--- src/rtl/card_match_ctrl.sv ---
// Purpose: memory-game controller; reveals clicked cards, compares picture IDs, locks pairs or flips them back.
// Latency: accepted click in cycle t shows face_up in t+1; match/mismatch resolved one cycle after the second reveal.
// Backpressure: none; clicks arriving while busy, done, out of range or on visible cards are dropped silently.
// Option: define CARD_FAST_HIDE_EN to let any in-range click cut the mismatch hide delay short.
module card_match_ctrl #(
  parameter int N_CARDS    = 8,
  parameter int ID_W       = 3,
  parameter int HIDE_DELAY = 65_000_000
) (
  input  logic                    clk,
  input  logic                    rst,
  input  logic                    click_valid,
  input  logic [3:0]              click_idx,
  input  logic [N_CARDS*ID_W-1:0] card_ids,
  output logic [N_CARDS-1:0]      face_up,
  output logic [N_CARDS-1:0]      matched,
  output logic [3:0]              pairs_found,
  output logic                    busy,
  output logic                    game_done
);

  localparam int IDX_W = $clog2(N_CARDS);
  localparam int CNT_W = $clog2(HIDE_DELAY + 1);

  localparam logic [3:0]       PAIRS_ALL = 4'(N_CARDS / 2);
  localparam logic [CNT_W-1:0] CNT_LOAD  = CNT_W'(HIDE_DELAY - 1);
  localparam logic [CNT_W-1:0] CNT_ONE   = CNT_W'(1);

  typedef enum logic [2:0] {
    S_IDLE,
    S_ONE,
    S_CHECK,
    S_WAIT_HIDE,
    S_DONE
  } state_t;

  state_t               state_q, state_d;
  logic [IDX_W-1:0]     first_q, first_d;
  logic [IDX_W-1:0]     second_q, second_d;
  logic [CNT_W-1:0]     cnt_q, cnt_d;
  logic [N_CARDS-1:0]   face_up_q, face_up_d;
  logic [N_CARDS-1:0]   matched_q, matched_d;
  logic [3:0]           pairs_q, pairs_d;
  logic                 busy_q, busy_d;
  logic                 done_q, done_d;

  logic                 idx_in_range;
  logic [IDX_W-1:0]     click_sel;
  logic                 card_free;
  logic                 click_ok;
  logic [ID_W-1:0]      id_of [N_CARDS];
  logic                 ids_equal;
  logic [3:0]           pairs_inc;
  logic                 hide_now;

  // Qualify the click: in range, and the target card is neither shown nor locked.
  always_comb begin
    idx_in_range = ({1'b0, click_idx} < 5'(N_CARDS));
    click_sel    = click_idx[IDX_W-1:0];
    card_free    = 1'b0;
    if (idx_in_range) begin
      card_free = ~face_up_q[click_sel] & ~matched_q[click_sel];
    end
    click_ok = click_valid & card_free;
  end

  // Unpack the per-card picture IDs and compare the two revealed cards.
  always_comb begin
    for (int k = 0; k < N_CARDS; k++) begin
      id_of[k] = card_ids[k*ID_W +: ID_W];
    end
    ids_equal = (id_of[first_q] == id_of[second_q]);
    pairs_inc = pairs_q + 4'd1;
  end

  // Decide when a mismatched pair flips back: counter expiry, or optionally an early click.
  always_comb begin
    hide_now = (cnt_q == '0);
`ifdef CARD_FAST_HIDE_EN
    if (click_valid && idx_in_range) begin
      hide_now = 1'b1;
    end
`endif
  end

  // Game FSM next-state and datapath updates.
  always_comb begin
    state_d   = state_q;
    first_d   = first_q;
    second_d  = second_q;
    cnt_d     = cnt_q;
    face_up_d = face_up_q;
    matched_d = matched_q;
    pairs_d   = pairs_q;

    case (state_q)
      S_IDLE: begin
        if (click_ok) begin
          face_up_d[click_sel] = 1'b1;
          first_d              = click_sel;
          state_d              = S_ONE;
        end
      end

      S_ONE: begin
        // A click on the first card fails card_free because it is already face-up.
        if (click_ok) begin
          face_up_d[click_sel] = 1'b1;
          second_d             = click_sel;
          state_d              = S_CHECK;
        end
      end

      S_CHECK: begin
        if (ids_equal) begin
          matched_d[first_q]  = 1'b1;
          matched_d[second_q] = 1'b1;
          pairs_d             = pairs_inc;
          state_d             = (pairs_inc == PAIRS_ALL) ? S_DONE : S_IDLE;
        end else begin
          cnt_d   = CNT_LOAD;
          state_d = S_WAIT_HIDE;
        end
      end

      S_WAIT_HIDE: begin
        if (hide_now) begin
          face_up_d[first_q]  = 1'b0;
          face_up_d[second_q] = 1'b0;
          cnt_d               = '0;
          state_d             = S_IDLE;
        end else begin
          cnt_d = cnt_q - CNT_ONE;
        end
      end

      S_DONE: begin
        state_d = S_DONE;
      end

      default: begin
        state_d = S_IDLE;
      end
    endcase
  end

  // Status flags are computed from the next state so they can be registered alongside it.
  always_comb begin
    busy_d = (state_d == S_CHECK) || (state_d == S_WAIT_HIDE);
    done_d = (state_d == S_DONE);
  end

  // State and output registers; reset aborts any pending hide and clears the board.
  always_ff @(posedge clk) begin
    if (rst) begin
      state_q   <= S_IDLE;
      first_q   <= '0;
      second_q  <= '0;
      cnt_q     <= '0;
      face_up_q <= '0;
      matched_q <= '0;
      pairs_q   <= '0;
      busy_q    <= 1'b0;
      done_q    <= 1'b0;
    end else begin
      state_q   <= state_d;
      first_q   <= first_d;
      second_q  <= second_d;
      cnt_q     <= cnt_d;
      face_up_q <= face_up_d;
      matched_q <= matched_d;
      pairs_q   <= pairs_d;
      busy_q    <= busy_d;
      done_q    <= done_d;
    end
  end

  assign face_up     = face_up_q;
  assign matched     = matched_q;
  assign pairs_found = pairs_q;
  assign busy        = busy_q;
  assign game_done   = done_q;

endmodule

--- config.mk ---
export PLATFORM = sky130hd
export DESIGN_NAME = card_match_ctrl
export DESIGN_NICKNAME = d
export VERILOG_FILES = /design/src/rtl/card_match_ctrl.sv
export SDC_FILE = /design/constraint.sdc
export NUM_CORES = 1
export LEC_CHECK = 0
export ABC_AREA = 0
export CORE_UTILIZATION = 35
export DETAILED_ROUTE_END_ITERATION = 10
export PLACE_DENSITY = 0.63
export RECOVER_POWER = 25
export SLEW_MARGIN = 20
export SYNTH_ARGS = -nofsm -noshare
export SYNTH_HDL_FRONTEND = slang
export SYNTH_SLANG_ARGS = --single-unit
--- constraint.sdc ---
create_clock -name clk -period 3.56 [get_ports clk]
set_input_delay 0.712 -clock clk [delete_from_list [all_inputs] [get_ports clk]]
set_output_delay 0.712 -clock clk [all_outputs]
set_load 0.01 [all_outputs]
## After elaboration in Yosys (flattened, before gate mapping)

Cells that the tools add are included.

- $add $sub $neg: 2
- $mul: 0
- Div/mod/pow operators: 0
- $lt $le $gt $ge: 9
- Eq/ne operators: 12
- Shift operators: 0
- Mux-type cells: 29
- Bitwise operators: 13
- Reduce and logical (&&, ||, !) cells: 14

Operator list:

| operator | number |
|---|---|
| 2-to-1 mux 26 bit | 2 |
| one-hot mux 26 bit (2 select lines) | 1 |
| 2-to-1 mux 3 bit | 9 |
| zero test 26 bit | 1 |
| subtractor 26 x 1 -> 26 bit, second input constant | 1 |
| bitwise OR 8 bit | 3 |
| binary-select mux 3 bit (select 3 bit) | 2 |
| bitwise AND 8 bit | 2 |
| 2-to-1 mux 8 bit | 2 |
| inverter 8 bit | 2 |
| one-hot mux 8 bit (2 select lines) | 1 |
| one-hot mux 3 bit (5 select lines) | 1 |
| equality test 3 x 2 -> 1 bit, second input constant | 4 |
| < comparator 3 x 4 -> 1 bit, second input constant | 3 |
| demux 1 bit (select 3 bit) | 3 |
| greater-or-equal comparator 3 x 1 -> 1 bit, second input constant | 3 |
| greater-or-equal comparator 4 bit, second input constant | 2 |
| inverter 3 -> 4 bit | 2 |
| AND reduction 2 bit | 4 |
| binary-select mux 1 bit (select 3 bit) | 2 |
| equality test 3 bit, second input constant | 2 |
| 2-to-1 mux 1 bit | 6 |
| adder 4 x 1 -> 4 bit, second input constant | 1 |
| equality test 4 x 3 -> 1 bit, second input constant | 1 |
| other kinds (13) | 19 |

- Register bits: 57
- Bits in latches: 0
- Memory bits (writable): 0
- Bits in read-only memories: 0
- Output and inout bits: 22
- Word-level logic and storage cells: 88
- Memories: 0

## Logic depth before layout (Yosys ltp)

Gate-level depths: netlist of the first run.

- Depth after elaboration: 10
- Depth in mapped cells: 9

## Worst setup path after synthesis of the first run

Ideal clock, no wire load.

- Kind: input to register
- Start point: in card_ids[22]
- End point: reg cnt_q[20]
- Library setup time: 0.134 ns
- Arrival: 2.386 ns
- Setup slack: 1.040 ns
- Cell stages on the path: 6
- Path buffers: 1
- Cell sequence: mux4_2 mux2i_1 xor2_2 o41ai_4 buf_2 a31oi_1

- Word-level cells in the longest chain between the ends: 6
- Elaborated cells between the ends (all ways): 9

Ends and longest elaborated chain:

| item | line | source |
|---|---|---|
| from (decl) | 14 | `input logic [N_CARDS*ID_W-1:0] card_ids,` |
| binary-select mux 3 bit (select 3 bit) | 72 | `ids_equal = (id_of[first_q] == id_of[second_q]);` |
| 2-to-1 mux 3 bit (implied by the code) (2 in series) | 72 |  |
| equality test 3 bit * | 72 |  |
| != test 2 bit (no source line) * | -- |  |
| AND reduction 2 bit (no source line) * | -- |  |
| to (signal assigned) | 169 | `cnt_q <= cnt_d;` |
| to (decl) | 40 | `logic [CNT_W-1:0] cnt_q, cnt_d;` |

Every way passes the cells marked *; elsewhere a longest branch is shown, timed or not. The select of a mux whose other input is x is not followed.
A chain may end at the register's enable or synchronous reset.

## Worst setup path in the final report of the first run

- Start point: reg first_q[0]
- End point: reg cnt_q[13]

- Word-level cells in the longest chain between the ends: 7

Ends and longest elaborated chain:

| item | line | source |
|---|---|---|
| from (decl) | 38 | `logic [IDX_W-1:0] first_q, first_d;` |
| from (signal assigned) | 167 | `first_q <= first_d;` |
| inverter 3 -> 4 bit (implied by the code) | 72 |  |
| binary-select mux 3 bit (select 3 bit) | 72 |  |
| 2-to-1 mux 3 bit (implied by the code) (2 in series) | 72 |  |
| equality test 3 bit | 72 |  |
| != test 2 bit (no source line) | -- |  |
| AND reduction 2 bit (no source line) | -- |  |

Every way passes these cells. The select of a mux whose other input is x is not followed.

==> reports/results.tsv, run 1 <==
stage	metric	value	unit
run_status	status	finished clean	
logic_synthesis	synth-edff-count	0	
logic_synthesis	synth_top_family_by_area	simple AND/OR/NAND/NOR gates	
critical_path	cp_max_fo	14	
sta	fin_tns_setup	0	ns
critical_path	cp_slowest_cell	dfxtp_1	
power	total_power	1560	uW
sta	fin_skew	0.0101	ns
clock_tree	clock_latency	0.34	ns
critical_path	path_cells	mux4_2 -> mux2i_1 -> xor2_2 -> a2111oi_4 -> nor2_2 -> a311oi_2	
routing	drc_errors	0	
final_layout	multi_input_area	2110	um^2
critical_path	slowest_delay	0.70	ns
routing	wl	8890	um
final_layout	synthToLayoutAreaGrowth	24.9	%
logic_synthesis	synth.area.mux_share	13.0	%
logic_synthesis	yosysUniqueCellTypes	67	
logic_synthesis	synth_xor_area_share	1.51	%
critical_path	arrival	3.17	ns
sta	hold_slack	0.495	ns
final_layout	instances_no_fill	561	
floorplan	dieArea	10100	um^2
floorplan	ios	53	
clock_tree	cts-root-buf	clkbuf_8	
routing	routedWlPerCell	15.8	um
critical_path	crit_path_end_kind	flip-flop	
logic_synthesis	synth-simple-area-share	23.9	%
clock_tree	post-cts-setup-buffers	0	
final_layout	seq_area	1140	um^2
logic_synthesis	ys.warnings.count	0	
placed_design	placedCellCount	545	
worst_hold_path	hold_path_depth	2	
placed_design	gp_congestion	0.779	
power	vdd.ir_drop.worst	0.000162	V
sta	period_minus_slack	2.92	ns
sta	post-route-period-util	82.1	%
final_layout	fill_cells	924	
clock_tree	cts_buffers	9	
logic_synthesis	synthAdderAreaFrac	1.10	%
floorplan	die_w	101	um
placed_design	hpwl	6360	um
routing	vias	3093	
sta	rsz0062_at_grt	false	
clock_tree	cts_buffer_depth	2	
power	p_leak	0.00158	uW
final_layout	layout_common_cells	dfxtp_1, nor2_1, clkdlybuf4s50_1, a21oi_1	
grt	gr-usage-all-layers	18.9	%
worst_hold_path	hold_path_class	reg2reg	
final_layout	layout-drive-gt1-share	12.3	%
grt	grt_pass1_vias	3019	
logic_synthesis	async_flop_share	0	%
critical_path	path_class	reg2reg	
logic_synthesis	synth_compound_area_share	22.5	%
sta	fmax	342	MHz
logic_synthesis	syn_area	3400	um^2
clock_tree	clkTransAtPathRegs	0.07	ns
grt	antenna_found_initial	0	
floorplan	core_area	9330	um^2
critical_path	startpoint_type	flip-flop	
floorplan	die_y	101	um
final_layout	diodes	0	
placed_design	portBuffers	52	
routing	drt.antenna.violating_nets	0	
sta	tightest_slew	0.747	ns
sta	setup_viol	0	
routing	vias_per_cell	5.51	
logic_synthesis	synthCells	379	
logic_synthesis	ys_seq_area_share	33.5	%
grt	grt_pass1_wl	15000	um
routing	drtPass1Iterations	4	
routing	drtIter0Drc	203	
clock_tree	cts_tree	yes	
logic_synthesis	syn_avg_cell_area	8.98	um^2
floorplan	start_util	36.5	%
floorplan	fp-row-count	35	
sta	relSlewSlack	50.0	%
clock_tree	htree_levels	3	
logic_synthesis	syn_nets	413	
logic_synthesis	ys_ff_latch	57	
clock_tree	ctsHoldBuffers	0	
power	pwr_density_cell	368	nW/um^2
grt	grt_start_max_net_pins	31	
critical_path	required	3.81	ns
logic_synthesis	synthFlopType	dfxtp_1	
job	maxCapViolCount	0	
critical_path	rr_worst_depth	6	
sta	maxSlewViolCount	0	
sta	final_hold_viol_count	0	
clock_tree	ctsResizeCount	0	
clock_tree	cts.sinks	57	
final_layout	nets	461	
grt	grt-ovfl-total	0	
final_layout	mostFrequentLayoutCell	dfxtp_1	
state kept, by name, summed over array words and instances (netlist names):
register     count
cnt_q           26
state_q          3
first_q          3
second_q         3
game_done        1
face_up          8
pairs_found      4
busy             1
matched          8
power by group:
part | switching [uW] | internal (uW)
Sequential | 14.8 | 648
Combinational | 140 | 114
Clock | 268 | 379
cell families after synthesis:
logic type	count (synthesis)
compound gates	106
xor+xnor	5
fa+ha+maj	3
mux	29
simple gates	146
flops	57
buf+inv	33
through the flow:
stage | utilization, % | instance area, um^2 | setup slack (ns)
after floorplan | - | 3400 | 1.04
after global placement | 43.3 | 4040 | 0.335
after detailed placement | 43.3 | 4040 | 0.316
after CTS | 45.6 | 4250 | 0.630
after global routing | 45.6 | 4250 | 0.396
final | 45.6 | 4250 | 0.637
critical path, delay by kind of cell, from the launching register on:
kind	cells	cell delay (ns)
compound gates	2	0.94
simple gates	1	0.14
mux	2	0.84
flops	1	0.70
xor+xnor	1	0.22
cell usage after synthesis (all sizes together) (2+ instances only):
cell type | number | area (um^2)
dfxtp | 57 | 1140
a2111oi | 2 | 55.1
nand2 | 20 | 75.1
nor4 | 6 | 73.8
nand2b | 7 | 43.8
nor3b | 3 | 22.5
nand3 | 9 | 55.1
inv | 9 | 33.8
a22oi | 2 | 15.0
o21bai | 2 | 15.0
a22o | 2 | 17.5
xor2 | 4 | 42.6
ha | 3 | 37.5
a31oi | 16 | 100
nor3 | 20 | 100
or3 | 13 | 86.3
o22ai | 2 | 12.5
or4 | 4 | 30.0
o21ai | 12 | 60.1
o41ai | 3 | 45.1
nor2b | 5 | 31.3
o31a | 2 | 17.5
or2 | 2 | 12.5
a21oi | 31 | 159
mux4 | 11 | 248
a21o | 4 | 30.0
clkbuf | 14 | 52.6
nor2 | 39 | 149
buf | 10 | 63.8
mux2i | 17 | 183
nand4 | 4 | 25.0
o21a | 7 | 52.6
and3 | 5 | 31.3
nand4b | 2 | 17.5
a211oi | 9 | 67.6
nand3b | 2 | 15.0
o31ai | 3 | 22.5
cell type report:
type,count,area share [%]
timing repair buffer,61,13.8
multi-input combinational,289,49.7
tap,129,3.80
inverter,9,0.795
clock inverter,4,1.18
clock buffer,12,3.89
sequential,57,26.8
final timing paths:
kind	from	endpoint	slack, ns
max	first_q[0]$_SDFFE_PP0P_	cnt_q[13]$_SDFFE_PP0P_	0.64
min	face_up[6]$_SDFFE_PP0P_	face_up[6]$_SDFFE_PP0P_	0.50
max reg2reg	first_q[0]$_SDFFE_PP0P_	cnt_q[13]$_SDFFE_PP0P_	0.64
min reg2reg	face_up[6]$_SDFFE_PP0P_	face_up[6]$_SDFFE_PP0P_	0.50
metal layers:
| metal | up-vias | share of wire (%) | track usage (%) |
|---|---|---|---|
| met5 | - | 0 | 0 |
| met4 | 0 | 1.8 | 7.25 |
| met3 | 12 | 4.1 | 3.12 |
| met2 | 70 | 45 | 30.0 |
| met1 | 1475 | 49 | 25.7 |
| li1 | 1536 | - | - |
No activity file was read; power rests on OpenSTA's default activity.
==> inputs of run 2 (changes only) <==
Clock period 3.56 ns to 2.7 ns, I/O delays scaled along.
==> run 2 against run 1 <==
  * Combinational power is 53% higher
  * Core utilization increased by 3.0 points
  * Critical endpoint is now state_q[2]$_SDFF_PP0_
  * First-iteration DRC count rose by 12%
  * Wire length grew 3.2%
  * Largest cell class unchanged
  * Flip-flop and latch count unchanged
  * Clock-buffer cell count did not move
==> reports/results.tsv, run 2 (synthesized netlist as in run 1, its figures left out) <==
stage	metric	value	unit	change
floorplan	die_w	101	um	unchanged
clock_tree	post-cts-setup-buffers	0		unchanged
routing	routedWlPerCell	15.7	um	-0.89%
floorplan	dieArea	10100	um^2	unchanged
sta	fmax	380	MHz	
critical_path	crit_family	multiplexers		
grt	gr-usage-all-layers	18.9	%	+0.048 points
run_status	status	finished clean		
clock_tree	cts_buffers	9		unchanged
routing	drt.antenna.violating_nets	0		unchanged
power	combPwrFrac	17.1	%	+0.8 points
grt	grt_start_max_net_pins	30		-3.2%
final_layout	synthToLayoutAreaGrowth	33.1	%	
sta	period_minus_slack	2.63	ns	
power	total_power	2280	uW	+46%
grt	antenna_found_initial	0		unchanged
routing	vias_per_cell	5.45		-1.2%
routing	drtIter0Drc	227		+12%
floorplan	ios	53		unchanged
power	p_int	1710	uW	+50%
routing	vias	3182		+2.9%
floorplan	die_y	101	um	unchanged
clock_tree	clock_latency	0.34	ns	about the same
critical_path	crit_cells	7		+1
critical_path	arrival	2.89	ns	-0.28 ns
power	pwr_density_cell	504	nW/um^2	+37%
clock_tree	ctsHoldBuffers	0		unchanged
final_layout	instances_no_fill	584		+4.1%
sta	setup_viol	0		unchanged
power	vdd.ir_drop.worst	0.000222	V	+38%
placed_design	gp_congestion	0.840		+7.9%
grt	grt-ovfl-total	0		unchanged
sta	fin_skew	0.0123	ns	+0.00217 ns
critical_path	path_cells	clkdlybuf4s50_1 -> mux4_2 -> mux2i_1 -> xor2_2 -> nor4_2 -> o2111ai_1 -> a211oi_1		
power	pwr-share-clk	44.8	%	+3.4 points
critical_path	startpoint	card_ids[19]		
final_layout	seq_area	1140	um^2	+0.11%
critical_path	cp_slowest_cell	nor4_2		
clock_tree	cts-root-buf	clkbuf_8		
critical_path	path_class	in2reg		
critical_path	rr_worst_depth	6		unchanged
worst_hold_path	hold_path_depth	2		unchanged
grt	grt_pass1_wl	15100	um	+0.60%
final_layout	diodes	0		unchanged
worst_hold_path	hold_path_class	reg2reg		
critical_path	crit_path_end_kind	flip-flop		
critical_path	required	2.96	ns	-0.85 ns
critical_path	crit_buf_inv	1		+1
clock_tree	cts.sinks	57		unchanged
critical_path	slowest_delay	0.50	ns	-0.20 ns
sta	final_hold_viol_count	0		unchanged
power	p_leak	0.00173	uW	+9.8%
routing	drtPass1Iterations	4		unchanged
sta	fin_tns_setup	0	ns	unchanged
routing	wl	9170	um	+3.2%
final_layout	multi_input_area	2120	um^2	+0.65%
floorplan	fp-row-count	35		unchanged
job	maxCapViolCount	0		unchanged
floorplan	core_area	9330	um^2	unchanged
critical_path	regToRegStartpoint	second_q[2]$_SDFFE_PP0P_		
final_layout	top_register	cnt_q		
grt	grt_pass1_vias	3007		-0.40%
sta	rsz0062_at_grt	false		
sta	tightest_slew	0.672	ns	-0.0744 ns
placed_design	dp_slack	-0.322	ns	-0.638 ns
clock_tree	cts_buffer_depth	2		unchanged
final_layout	fill_cells	879		-4.9%
power	seqPwrFrac	38.1	%	-4.3 points
sta	post-route-period-util	97.5	%	
final_layout	mostFrequentLayoutCell	dfxtp_1		
placed_design	hpwl	6680	um	+5.1%
final_layout	layout_common_cells	dfxtp_1, nor2_1, clkdlybuf4s50_1, a21oi_1, buf_4		
final_layout	largest_register_ffs	26		unchanged
floorplan	start_util	36.5	%	unchanged
sta	hold_slack	0.481	ns	-0.0143 ns
worst_hold_path	worstHoldStart	face_up[6]$_SDFFE_PP0P_		
critical_path	cp_max_fo	4		-10
clock_tree	cts_tree	yes		
placed_design	placedCellCount	568		+4.2%
sta	timing.final.ws_setup	0.0686	ns	-0.569 ns
final_layout	nets	484		+5.0%
final_layout	layout-drive-gt1-share	17.1	%	+4.9 points
clock_tree	clkTransAtPathRegs	0.07	ns	about the same
clock_tree	htree_levels	3		unchanged
power	switching_share	25.0	%	-2.0 points
critical_path	startpoint_type	input pin		
sta	maxSlewViolCount	0		unchanged
routing	drc_errors	0		unchanged
sta	relSlewSlack	55.0	%	+5.0 points
power	switching_power	572	uW	+35%
placed_design	portBuffers	52		unchanged
run 2: cell types whose count changed in the layout (fill, tap and decap cells not counted), sizes merged:
cell / change
buf: +23
clkinvlp: -2
bufinv: +2
run 2: stage by stage:
| step | util, % | instance area [um^2] |
|---|---|---|
| after global routing | 48.5 | 4530 |
| after floorplan | - | 3400 |
| final | 48.5 | 4530 |
| after CTS | 48.5 | 4520 |
| after global placement | 45.6 | 4260 |
| after detailed placement | 45.6 | 4260 |
run 2: timing repair:
action / CTS / global route
pin swaps: 0 / 0
resized for setup: 1 / 2
setup endpoints to repair: 2 / 8
run 2: power groups by stage:
stage / Sequential [uW] / Clock [uW] / Combinational [uW]
CTS: 870 / 1040 / 390
global route: 872 / 1070 / 423
global placement: 889 / 0 / 381
finish: 870 / 1020 / 389
detailed placement: 889 / 0 / 385
floorplan: 884 / 0 / 235
run 2: area by class of cell:
| type | instances | share of cell area [%] |
|---|---|---|
| clock buffers | 12 | 3.43 |
| well taps | 129 | 3.57 |
| inverters | 9 | 0.746 |
| clock inverters | 4 | 2.18 |
| flip-flops and latches | 57 | 25.2 |
| repair buffers | 84 | 17.9 |
| multi-input cells | 289 | 46.9 |
run 2: worst paths after layout:
check	to	slack, ns
max	state_q[2]$_SDFF_PP0_	0.07
min	face_up[6]$_SDFFE_PP0P_	0.48
max reg2reg	state_q[2]$_SDFF_PP0_	0.15
min reg2reg	face_up[6]$_SDFFE_PP0P_	0.48
run 2: worst register-to-register path: stages (launching register included):
cell	delay [ns]
dfxtp_1	0.64
mux4_2	0.40
mux2i_1	0.25
xor2_2	0.23
nor4_2	0.51
o2111ai_1	0.23
a211oi_1	0.23
run 2: per-layer routing:
layer  share of wire (%)  global-route usage, %  vias up
met5                   0                      0        -
met1                  48                   26.7     1519
met4                 2.3                   8.92        0
met3                 4.3                   2.70       17
met2                  45                   28.4       68
li1                    -                      -     1578
==> inputs of run 3 (changes only) <==
Settings changed: CAP_MARGIN set to 25.
==> results of run 3 <==
No change in the layout: final DEF, timing and power equal those of run 2.
